<file path="src/rtl/fact_pkg.sv">
// Shared state encoding for the factorial engine and its inverse, inv_factorial.
// The 3-bit codes double as the curr_state debug value.
package fact_pkg;

    typedef enum logic [2:0] {
        ST_IDLE  = 3'd0,
        ST_LOAD  = 3'd1,
        ST_CHECK = 3'd2,
        ST_MULT  = 3'd3,
        ST_DONE  = 3'd4
    } state_t;

    localparam int CYCLE_W = 8;

    // Saturating increment for the optional iteration counter.
    function automatic logic [CYCLE_W-1:0] sat_inc(input logic [CYCLE_W-1:0] x);
        return (x == {CYCLE_W{1'b1}}) ? x : x + 1'b1;
    endfunction

endpackage

</file>
<file path="src/rtl/inv_fact_dp.sv">
// Datapath for inv_factorial: target/acc/k registers, the running factorial
// product and the eq/gt compare against the captured target.
module inv_fact_dp #(
    parameter int SIZE = 8
) (
    input  logic            clk,
    input  logic            rst,
    input  logic            load,
    input  logic            init,
    input  logic            step,
    input  logic [SIZE-1:0] value,
    output logic [SIZE-1:0] k,
    output logic            eq,
    output logic            gt
);

    localparam int AW = 2 * SIZE;

    logic [SIZE-1:0] target;
    logic [AW-1:0]   acc;
    logic [SIZE-1:0] k_next;
    logic [AW-1:0]   prod;

    // acc never exceeds target < 2^SIZE before a step, so AW bits hold the product.
    assign k_next = k + 1'b1;
    assign prod   = acc * AW'(k_next);
    assign eq     = (acc == AW'(target));
    assign gt     = (acc >  AW'(target));

    always_ff @(posedge clk or posedge rst) begin
        if (rst) begin
            target <= '0;
            acc    <= AW'(1);
            k      <= SIZE'(1);
        end else begin
            if (load) begin
                target <= value;
            end
            if (init) begin
                acc <= AW'(1);
                k   <= SIZE'(1);
            end else if (step) begin
                acc <= prod;
                k   <= k_next;
            end
        end
    end

endmodule

</file>
<file path="src/rtl/inv_factorial.sv">
// Inverse factorial: reports n when value == n! (n >= 1), with a go/done handshake.
// Optional INV_FACT_CYCLE_COUNT_EN adds a saturating CHECK/MULT cycle counter port.
module inv_factorial
    import fact_pkg::*;
#(
    parameter int SIZE = 8
) (
    input  logic            clk,
    input  logic            rst,
    input  logic            go,
    input  logic [SIZE-1:0] value,
    output logic [2:0]      curr_state,
    output logic            done,
    output logic            valid,
`ifdef INV_FACT_CYCLE_COUNT_EN
    output logic [7:0]      cycles,
`endif
    output logic [SIZE-1:0] n
);

    state_t          state;
    logic [SIZE-1:0] k;
    logic            eq;
    logic            gt;
    logic            load;
    logic            init;
    logic            step;

    assign curr_state = state;
    assign load       = (state == ST_IDLE) && go;
    assign init       = (state == ST_LOAD);
    assign step       = (state == ST_MULT);

    inv_fact_dp #(.SIZE(SIZE)) u_dp (
        .clk   (clk),
        .rst   (rst),
        .load  (load),
        .init  (init),
        .step  (step),
        .value (value),
        .k     (k),
        .eq    (eq),
        .gt    (gt)
    );

    always_ff @(posedge clk or posedge rst) begin
        if (rst) begin
            state <= ST_IDLE;
            done  <= 1'b0;
            valid <= 1'b0;
            n     <= '0;
        end else begin
            case (state)
                ST_IDLE: begin
                    if (go) begin
                        state <= ST_LOAD;
                    end
                end
                ST_LOAD: begin
                    valid <= 1'b0;
                    n     <= '0;
                    state <= ST_CHECK;
                end
                ST_CHECK: begin
                    if (eq) begin
                        valid <= 1'b1;
                        n     <= k;
                        done  <= 1'b1;
                        state <= ST_DONE;
                    end else if (gt) begin
                        valid <= 1'b0;
                        n     <= '0;
                        done  <= 1'b1;
                        state <= ST_DONE;
                    end else begin
                        state <= ST_MULT;
                    end
                end
                ST_MULT: begin
                    state <= ST_CHECK;
                end
                ST_DONE: begin
                    // Holding go keeps the result on display; no auto-restart.
                    if (!go) begin
                        done  <= 1'b0;
                        state <= ST_IDLE;
                    end
                end
                default: begin
                    done  <= 1'b0;
                    state <= ST_IDLE;
                end
            endcase
        end
    end

`ifdef INV_FACT_CYCLE_COUNT_EN
    always_ff @(posedge clk or posedge rst) begin
        if (rst) begin
            cycles <= '0;
        end else if (state == ST_LOAD) begin
            cycles <= '0;
        end else if (state == ST_CHECK || state == ST_MULT) begin
            cycles <= sat_inc(cycles);
        end
    end
`endif

endmodule

</file>
<file path="config.mk">
export PLATFORM = sky130hd
export DESIGN_NAME = inv_factorial
export DESIGN_NICKNAME = d
export VERILOG_FILES = /design/src/rtl/fact_pkg.sv /design/src/rtl/inv_fact_dp.sv /design/src/rtl/inv_factorial.sv
export SDC_FILE = /design/constraint.sdc
export NUM_CORES = 1
export LEC_CHECK = 0
export CORE_MARGIN = 5
export CORE_UTILIZATION = 60
export CTS_BUF_LIST = sky130_fd_sc_hd__clkbuf_4 sky130_fd_sc_hd__clkbuf_8
export CTS_CLUSTER_SIZE = 24
export DETAILED_ROUTE_END_ITERATION = 16
export PLACE_DENSITY_LB_ADDON = 0.12
export SETUP_SLACK_MARGIN = 0.02
export SLEW_MARGIN = 15
export SYNTH_ARGS = -nofsm -noshare
export SYNTH_HDL_FRONTEND = slang
export SYNTH_SLANG_ARGS = --single-unit
</file>
<file path="constraint.sdc">
create_clock -name clk -period 6.67 [get_ports clk]
set_clock_uncertainty 0.1 [all_clocks]
set_input_delay 1.334 -clock clk [delete_from_list [all_inputs] [get_ports clk]]
set_output_delay 1.334 -clock clk [all_outputs]
set_load 0.05 [all_outputs]
</file>
* After elaboration in Yosys (flattened, before gate mapping) *
Index checks and enable logic that the tools add are counted.

word-level totals
  register bits after elaboration = 45
  input port bits = 11
  logic and storage cells = 47

cells by class
  add/subtract/negate cells = 1
  $mul = 1
  $lt $le $gt $ge = 1
  eq/ne operators = 8
  multiplexer cells = 19
  bitwise gates (word level) = 1
  reductions and logical operators = 9

operators by type and width
  cell                 count
  $mux 16              2
  $mux 8               4
  $eq 16x8->1          1
  $gt 16x8->1          1
  $mul 16x8->16        1
  $pmux 8 s2           1
  $mux 3               4
  $pmux 3 s4           1
  $add 8x1->8 const B  1
  $eq 3x2->1 const B   2
  $mux 1               5
  $ne 2x2->1 const B   2
  $reduce_and 2->1     2
  $reduce_bool 2->1    2
  $eq 3x1->1 const B   1
  $eq 3x3->1 const B   1
  $logic_not 3->1      1
  $ne 3x3->1 const B   1
  $pmux 1 s3           1
  $reduce_and 3->1     1
  $reduce_or 3->1      1
  $pmux 1 s2           1
  $reduce_or 2->1      1
  $logic_and 1x1->1    1
  $not 1->1            1

* Logic depth before layout (Yosys ltp) *
Gate-level depths: netlist of the first run.

  word-level depth = 4
  depth in mapped cells = 21
  mapped depth without buffers = 21

* Cells and area by module *
Synthesis of the first run repeated with hierarchy kept, for this count alone.

second synthesis, totals
  cell total of the unflattened synthesis = 540
  area, all modules = 5073.6 µm²

by module, submodules not included
  module         times used  cells an instance  area each (µm²)
  inv_fact_dp    1           490                4499.3
  inv_factorial  1           50                 574.3

* Worst setup path after synthesis of the first run *
No wires, ideal clock.

  kind = flip-flop to flip-flop
  start = reg u_dp.k[0]
  end = reg u_dp.acc[15]
  setup time = 92 ps
  arrival = 5095 ps
  required time = 6478 ps
  setup slack = 1383 ps
  cell stages (with the launch flop) = 20
  path buffers = 0
  path through = dfstp_2 -> ha_1 -> nand2_1 -> o21a_1 -> nor2_1 -> nor2b_1 -> fa_1 -> fa_1 -> fa_1 -> inv_1 -> fa_1 -> inv_1 -> ha_1 -> a21oi_1 -> nor2_1 -> a211oi_1 -> a21bo_2 -> a21oi_1 -> xnor2_1 -> o31ai_2

between the ends
  word-level cells in the longest chain between the ends = 4

RTL lines
  item                    RTL line           text
  from (decl)             inv_fact_dp.sv:12  output logic [SIZE-1:0] k,
  from (signal assigned)  inv_fact_dp.sv:44  k <= k_next;
  $add 8x1->8             inv_fact_dp.sv:25  assign k_next = k + 1'b1;
  $mul 16x8->16           inv_fact_dp.sv:26  assign prod = acc * AW'(k_next);
  $mux 16                 inv_fact_dp.sv:42  end else if (step) begin
  $mux 16                 inv_fact_dp.sv:39  if (init) begin
  to (signal assigned)    inv_fact_dp.sv:43  acc <= prod;
  to (decl)               inv_fact_dp.sv:20  logic [AW-1:0] acc;

Every way passes these cells. The select of a mux whose other input is x is not followed.
A chain may end at the register's enable or synchronous reset.

* Worst setup path in the final report of the first run *
Ends and elaborated chain as after synthesis.

==> results_tabular.tex, run 1 <==
\begin{tabular}{lr}
\hline
Metric & Value \\
\hline
\multicolumn{2}{l}{\textbf{Placement}} \\
Placed Instances & about 650 \\
Total of buffers placed on input and output ports & 23 \\
Global placer's final weighted congestion & about 0.87 \\
Worst setup timing slack at the placement stage & roughly 700 ps \\
HPWL after DPL & about 8.5 mm \\
\multicolumn{2}{l}{\textbf{Layout}} \\
N\_diodes & 0 \\
Relative area change from synthesis to final layout & 9.096\% \\
Commonest cells after routing, fill and taps aside & inv\_1 (91), fa\_1 (60), nand2\_1 (53) \\
Commonest non-fill, non-tap cell in the layout & inv\_1 \\
Post-route non-filler standard cell count & 662 \\
Fraction of layout instances using a drive strength above 1 & 0.05566 \\
Number of nets in the layout & 660 \\
Fill count & 698 \\
\multicolumn{2}{l}{\textbf{Power}} \\
Worst ir drop on vdd & roughly 0.32 mV \\
Pwr Density & around 230 nW/um\^{}2 \\
Leakage & 0.002463 uW \\
\multicolumn{2}{l}{\textbf{Detailed routing}} \\
Routed wire per std cell & between 15 and 20 um \\
Length of routed wiring on met1 & 5.088 mm \\
Via Count & around 3700 \\
Vias per Instance & 5.574 \\
Remaining antenna violation count after routing & 0 \\
Final routed wirelength across all metal layers & $\sim$11 mm \\
Number of detailed-route iterations in the first pass & 7 \\
Met2 layer wire length in the routed design & 5.281 mm \\
Total length of routed met3 wires & 579 um \\
Count of routing violations after the opening detailed-route iteration & $\sim$240 \\
Remaining DRCs & 0 \\
Top routing layer in use & met4 \\
\multicolumn{2}{l}{\textbf{Setup path}} \\
Element type at the critical path start & flop \\
Critical path capture point type & flop \\
Arrival time reported for the critical path endpoint & between 6000 and 7000 ps \\
CP Class & flop to flop \\
Maximum fanout count along the critical path & 23 \\
Required time worst endpoint & 6800 ps \\
Internal reg-to-reg setup slack & between 500 and 600 ps \\
\multicolumn{2}{l}{\textbf{Clock network}} \\
Count of hold-fix buffers inserted at cts & 0 \\
Clk buf depth & 2 \\
TritonCTS clock tree & done \\
CTS H-Tree Depth & 2 \\
Post-CTS Setup Inserts & 0 \\
Number of clock buffers inserted by TritonCTS & 5 \\
Clock input transition at the sequential cells of the worst setup and hold paths & around 100 ps \\
Later-pin clock latency in the skew report & about 310 ps \\
Number of instances resized during post-cts repair & 0 \\
Clock net sink count & 45 \\
Root buffer cell & clkbuf\_8 \\
\multicolumn{2}{l}{\textbf{Timing}} \\
Total setup violations reported at the end of the flow & 0 \\
Fin. max-slew vios & 0 \\
Summed negative setup slack over all endpoints & 0 ps \\
Final hold violation count & 0 \\
Worst path setup slack after routing & between 500 and 600 ps \\
Maximum clock frequency & approximately 0.16 GHz \\
RSZ-0062 raised after global routing & false \\
Final min period & between 6000 and 7000 ps \\
Final period utilization & 0.9122 \\
Max transition margin & 0.3357 \\
Transition time at the pin with the least slew margin & $\sim$1000 ps \\
\multicolumn{2}{l}{\textbf{Yosys}} \\
Number of warnings printed during yosys synthesis & 0 \\
Distinct cell type count of the synthesized netlist & 47 \\
Synthesized instance count & about 540 \\
Main synth FF type & dfrtp\_1 \\
Part of the Yosys area used for sequential elements & 0.2311 \\
Nets in the synthesized netlist & between 600 and 700 \\
Post-synthesis sequential element count & 45 \\
Synthesized area per cell & just over 9 um\^{}2 \\
Netlist area before placement & about 4900 um\^{}2 \\
Post-synth ARST share & 1.000 \\
Count of flip-flops with a built-in enable after synthesis & 0 \\
\multicolumn{2}{l}{\textbf{Run status}} \\
Outcome & finished, final reports clean \\
\multicolumn{2}{l}{\textbf{Global route}} \\
Via count of the first global-routing pass & between 4000 and 5000 \\
First-pass GRT wire length & slightly below 20 mm \\
GRT Total Usage & 0.2474 \\
Number of antenna violations at the first check in global routing & 0 \\
Largest net degree at the start of global routing & between 40 and 50 \\
Residual overflow from global routing & 0 \\
\multicolumn{2}{l}{\textbf{Floorplanning}} \\
Die Width & roughly 100 um \\
Die height & 100.2 um \\
Core Rows & 33 \\
I/O pin count & 24 \\
Starting utilization of the core area & 0.6065 \\
Core ar. & between 8000 and 9000 um\^{}2 \\
Die Area & 10040 um\^{}2 \\
\multicolumn{2}{l}{\textbf{Flow run}} \\
Total of max-cap violations & 0 \\
\multicolumn{2}{l}{\textbf{Min path}} \\
Worst min-delay path class & flop to flop \\
\hline
\end{tabular}
[final cells by class]
| cell class | count | area, um^2 | share of cell area |
|---|---|---|---|
| multi-input cells | 384 | 3356 | 0.6299 |
| clock buffers | 6 | 82.58 | 0.01550 |
| inverters | 92 | 345.3 | 0.06482 |
| flip-flops and latches | 45 | 1129 | 0.2118 |
| repair buffers | 28 | 267.8 | 0.05026 |
| clock inverters | 2 | 16.27 | 0.003053 |
| well taps | 105 | 131.4 | 0.02466 |
[sequential cells by signal (all words and copies together), names as in the netlist]
signal / cells
u_dp.target: 8
u_dp.k: 8
valid: 1
curr_state: 3
done: 1
n: 8
u_dp.acc: 16
[where the power goes]
part           internal [uW]  leakage [uW]  switching, uW  total [uW]
logic                    206       0.00181            356         562
registers                337      0.000600            104         440
clock network           85.8     0.0000478            113         199
total                    628       0.00246            573        1200
[layer usage]
metal / vias up / GRT usage
li1: 1728 / -
met1: 1828 / 0.3500
met2: 109 / 0.4032
met3: 25 / 0.03614
met4: 0 / 0.06321
met5: - / 0
[cell usage after synthesis (11+ instances only)]
cell type,count,area [um^2]
nor2_1,21,78.83
nand2b_1,11,68.82
and2_1,19,118.9
xnor2_1,12,105.1
nor2b_1,51,319.1
clkbuf_1,12,45.04
fa_1,60,1201
inv_1,92,345.3
a21oi_1,15,75.07
dfrtp_1,43,1076
nand2_1,53,198.9
o21ai_0,28,140.1
nand3_1,16,80.08
ha_1,33,412.9
[through the flow]
stage          utilization  cell area, um^2  hold slack (ps)  total power, uW
3_5_place_dp        0.6494             5229            382.6             1007
2_1_floorplan            -             4883            382.5            809.3
5_1_grt             0.6617             5328            441.3             1296
6_report            0.6617             5328            405.1             1201
3_3_place_gp        0.6494             5229            376.0            987.8
4_1_cts             0.6617             5328            405.1             1207
[cells by family after synthesis]
family                     share of synthesized area
buffers and inverters                        0.08173
DFF                                           0.2311
AOI/OAI and AO/OA                             0.1025
xor gates and xnor gates                     0.04509
muxes                                       0.004612
and+or+nand+nor                               0.2045
adders and majority gates                     0.3305
[worst paths after layout]
| check | startpoint | endpoint | cells past startpoint |
|---|---|---|---|
| worst min register to register | valid | valid | 1 |
| max in group asynchronous | rst | u_dp.acc[9] | 2 |
| worst min-delay path | valid | valid | 1 |
| min in group asynchronous | rst | curr_state[2] | 2 |
| worst max-delay path | u_dp.k[0] | u_dp.acc[15] | 18 |
| worst max register to register | u_dp.k[0] | u_dp.acc[15] | 18 |
[worst max-delay path: stages, from the launching register on]
cell	delay, ps
dfstp_2	830
and2_2	290
a21boi_0	180
nor2_1	590
nor2b_1	130
fa_1	480
fa_1	520
fa_1	550
inv_1	50
fa_1	530
inv_1	40
ha_1	360
a21oi_1	260
nor2_1	80
a211oi_1	290
a21bo_2	270
a21oi_1	180
xnor2_1	100
o31ai_2	170
Note: power is estimated with default switching activity, not from simulation.
==> inputs of run 2 (changes only) <==
--- a/config.mk
+++ b/config.mk
@@ -10,6 +10,7 @@
 export CTS_BUF_LIST = sky130_fd_sc_hd__clkbuf_4 sky130_fd_sc_hd__clkbuf_8
 export CTS_CLUSTER_SIZE = 24
 export DETAILED_ROUTE_END_ITERATION = 16
+export DONT_BUFFER_PORTS = 1
 export PLACE_DENSITY_LB_ADDON = 0.12
 export SETUP_SLACK_MARGIN = 0.02
 export SLEW_MARGIN = 15
==> run 2 against run 1 <==
  * Setup slack improved by 66 ps
  * Sequential share of layout area rose by 0.99 points
  * Flip-flop and latch count stayed put
  * Cell area fell by 4.5%
  * Critical path depth is 1 higher
  * Non-clock buffer count fell by 24
  * Sequential power up 10%
  * Final cell count is 3.6% lower
  * Largest power group is now sequential cells
  * Highest routed layer unchanged
==> results_tabular.tex, run 2 (synthesized netlist as in run 1, its figures left out) <==
\begin{tabular}{lr}
\hline
Metric & Value \\
\hline
\multicolumn{2}{l}{\textbf{Run status}} \\
Outcome & finished, final reports clean \\
\multicolumn{2}{l}{\textbf{Setup path}} \\
Required time worst endpoint & 6780 ps (-20 ps) \\
Maximum fanout count along the critical path & 23 (unchanged) \\
CP peak stage delay & 790 ps (-40 ps) \\
CP startpoint & u\_dp.k[0] \\
Cell type with the highest occurrence count on the critical path & fa\_1 \\
Element type at the critical path start & flop \\
Critical path capture point type & flop \\
Internal reg-to-reg setup slack & 650 ps (+70 ps) \\
CP Class & flop to flop \\
Launch point of the worst reg-to-reg path & u\_dp.k[0] \\
Critical path's slowest cell & dfstp\_2 \\
Destination of the worst register-to-register timing path & u\_dp.acc[15] \\
Worst setup endpoint & u\_dp.acc[15] \\
Arrival time reported for the critical path endpoint & 6130 ps (-80 ps) \\
Worst-case reg-to-reg path depth & 19 (+1) \\
Cell chain of the critical path & ha\_1, nand2\_1, o21a\_1, nor2\_1, nor2b\_1, fa\_1, fa\_1, fa\_1, inv\_1, fa\_1, inv\_1, ha\_1, a21oi\_1, nor2\_1, a211oi\_1, a21bo\_2, a21oi\_1, xnor2\_1, o31ai\_2 \\
\multicolumn{2}{l}{\textbf{Clock network}} \\
TritonCTS clock tree & done \\
CTS H-Tree Depth & 2 (unchanged) \\
Number of clock buffers inserted by TritonCTS & 5 (unchanged) \\
Clock input transition at the sequential cells of the worst setup and hold paths & 100 ps (about the same) \\
Count of hold-fix buffers inserted at cts & 0 (unchanged) \\
Post-CTS Setup Inserts & 0 (unchanged) \\
Later-pin clock latency in the skew report & 310 ps (about the same) \\
Clk buf depth & 2 (unchanged) \\
Root buffer cell & clkbuf\_8 \\
Clock net sink count & 45 (unchanged) \\
Number of instances resized during post-cts repair & 0 (unchanged) \\
\multicolumn{2}{l}{\textbf{Flow run}} \\
Total of max-cap violations & 0 (unchanged) \\
\multicolumn{2}{l}{\textbf{Detailed routing}} \\
Routed wire per std cell & 16.92 um (about the same) \\
Via Count & 3600 (-2.4\%) \\
Remaining antenna violation count after routing & 0 (unchanged) \\
Remaining DRCs & 0 (unchanged) \\
Number of detailed-route iterations in the first pass & 4 (-3) \\
Vias per Instance & 5.643 (+1.2\%) \\
Final routed wirelength across all metal layers & 10.79 mm (-3.7\%) \\
Count of routing violations after the opening detailed-route iteration & 161 (-31\%) \\
\multicolumn{2}{l}{\textbf{Timing}} \\
Summed negative setup slack over all endpoints & 0 ps (unchanged) \\
Total setup violations reported at the end of the flow & 0 (unchanged) \\
Transition time at the pin with the least slew margin & 1158 ps (+162.8 ps) \\
RSZ-0062 raised after global routing & false \\
Final hold violation count & 0 (unchanged) \\
Maximum clock frequency & 0.1662 GHz (+1.1\%) \\
Final min period & 6018 ps (-65.96 ps) \\
Final period utilization & 0.9023 (-0.009890) \\
Fin. max-slew vios & 0 (unchanged) \\
Max transition margin & 0.2262 (-0.1094) \\
\multicolumn{2}{l}{\textbf{Global route}} \\
GRT Total Usage & 0.2401 (-0.007239) \\
Via count of the first global-routing pass & 3942 (-2.4\%) \\
Number of antenna violations at the first check in global routing & 0 (unchanged) \\
Residual overflow from global routing & 0 (unchanged) \\
First-pass GRT wire length & 19.22 mm (-2.3\%) \\
Largest net degree at the start of global routing & 46 (unchanged) \\
\multicolumn{2}{l}{\textbf{Layout}} \\
Number of nets in the layout & 636 (-3.6\%) \\
Commonest cells after routing, fill and taps aside & inv\_1 (91), fa\_1 (60), nand2\_1 (53) \\
Fraction of layout instances using a drive strength above 1 & 0.05629 (+0.0006299) \\
Fill count & 676 (-3.2\%) \\
Biggest register & u\_dp.acc \\
Relative area change from synthesis to final layout & 4.227\% \\
Number of flip-flops in the largest register & 16 (unchanged) \\
Commonest non-fill, non-tap cell in the layout & inv\_1 \\
Post-Route Utilization & 0.6322 (-0.02953) \\
N\_diodes & 0 (unchanged) \\
\multicolumn{2}{l}{\textbf{Floorplanning}} \\
Starting utilization of the core area & 0.6065 (unchanged) \\
Die height & 100.2 um (unchanged) \\
I/O pin count & 24 (unchanged) \\
Die Area & 10040 um\^{}2 (unchanged) \\
Die Width & 100.2 um (unchanged) \\
Core ar. & 8051 um\^{}2 (unchanged) \\
Core Rows & 33 (unchanged) \\
\multicolumn{2}{l}{\textbf{Placement}} \\
Global placer's final weighted congestion & 0.8986 (+2.9\%) \\
Total of buffers placed on input and output ports & 0 (-100\%) \\
HPWL after DPL & 8.335 mm (-2.2\%) \\
\multicolumn{2}{l}{\textbf{Power}} \\
Leakage & 0.002373 uW (-3.6\%) \\
Worst ir drop on vdd & 0.3560 mV (+11\%) \\
Pwr Density & 225.9 nW/um\^{}2 (+0.18\%) \\
\multicolumn{2}{l}{\textbf{Min path}} \\
Worst min-delay path class & flop to flop \\
\hline
\end{tabular}
[run 2: per-layer routing]
layer | routed length [um] | GRT usage
met1 | 4882 | 0.3347
met3 | 371 | 0.03058
met5 | 0 | 0
met2 | 5251 | 0.3976
met4 | 287 | 0.06528
[run 2: area by class of cell]
cell class	count	area (um^2)	area share
Multi-Input combinational cell	384	3356	0.6593
Sequential cell	45	1129	0.2217
Clock inverter	2	16.27	0.003196
Timing Repair Buffer	4	30.03	0.005900
Clock buffer	6	82.58	0.01622
Inverter	92	345.3	0.06785
Tap cell	105	131.4	0.02581
[run 2: critical path: cells and delay by family, from the launching register on]
family	cells	cell delay [ps]
fa+ha+maj	6	2720
compound gates	6	1380
flops	1	790
simple gates	4	690
xor+xnor	1	110
buf+inv	2	90
[run 2: stage by stage]
step | cell area, um^2 | hold slack (ps) | total power, uW | worst slack, ps | std cells
after floorplan | 4883 | 382.5 | 809.3 | 1383 | 535
after global placement | 4991 | 401.3 | 946.6 | 801.8 | 630
after detailed placement | 4991 | 409.7 | 964.9 | 672.7 | 630
after CTS | 5090 | 430.1 | 1159 | 643.5 | 638
after global routing | 5090 | 451.5 | 1246 | 206.2 | 638
final | 5090 | 425.3 | 1150 | 651.6 | 638
[run 2: how the worst min path moves through the flow]
stage / cells past startpoint / startpoint / slack, ps / end
3_3_place_gp: 1 / u_dp.k[7] / 400 / n[7]
3_5_place_dp: 1 / u_dp.k[7] / 410 / n[7]
5_1_grt: 1 / u_dp.k[7] / 450 / n[7]
2_1_floorplan: 2 / u_dp.acc[15] / 380 / u_dp.acc[15]
6_report: 1 / u_dp.k[7] / 430 / n[7]
4_1_cts: 1 / u_dp.k[7] / 430 / n[7]
[run 2: where the power goes]
part           total [uW]  internal, uW  switching (uW)
combinational         474           174             301
sequential            484           335             149
clock                 191          85.5             106
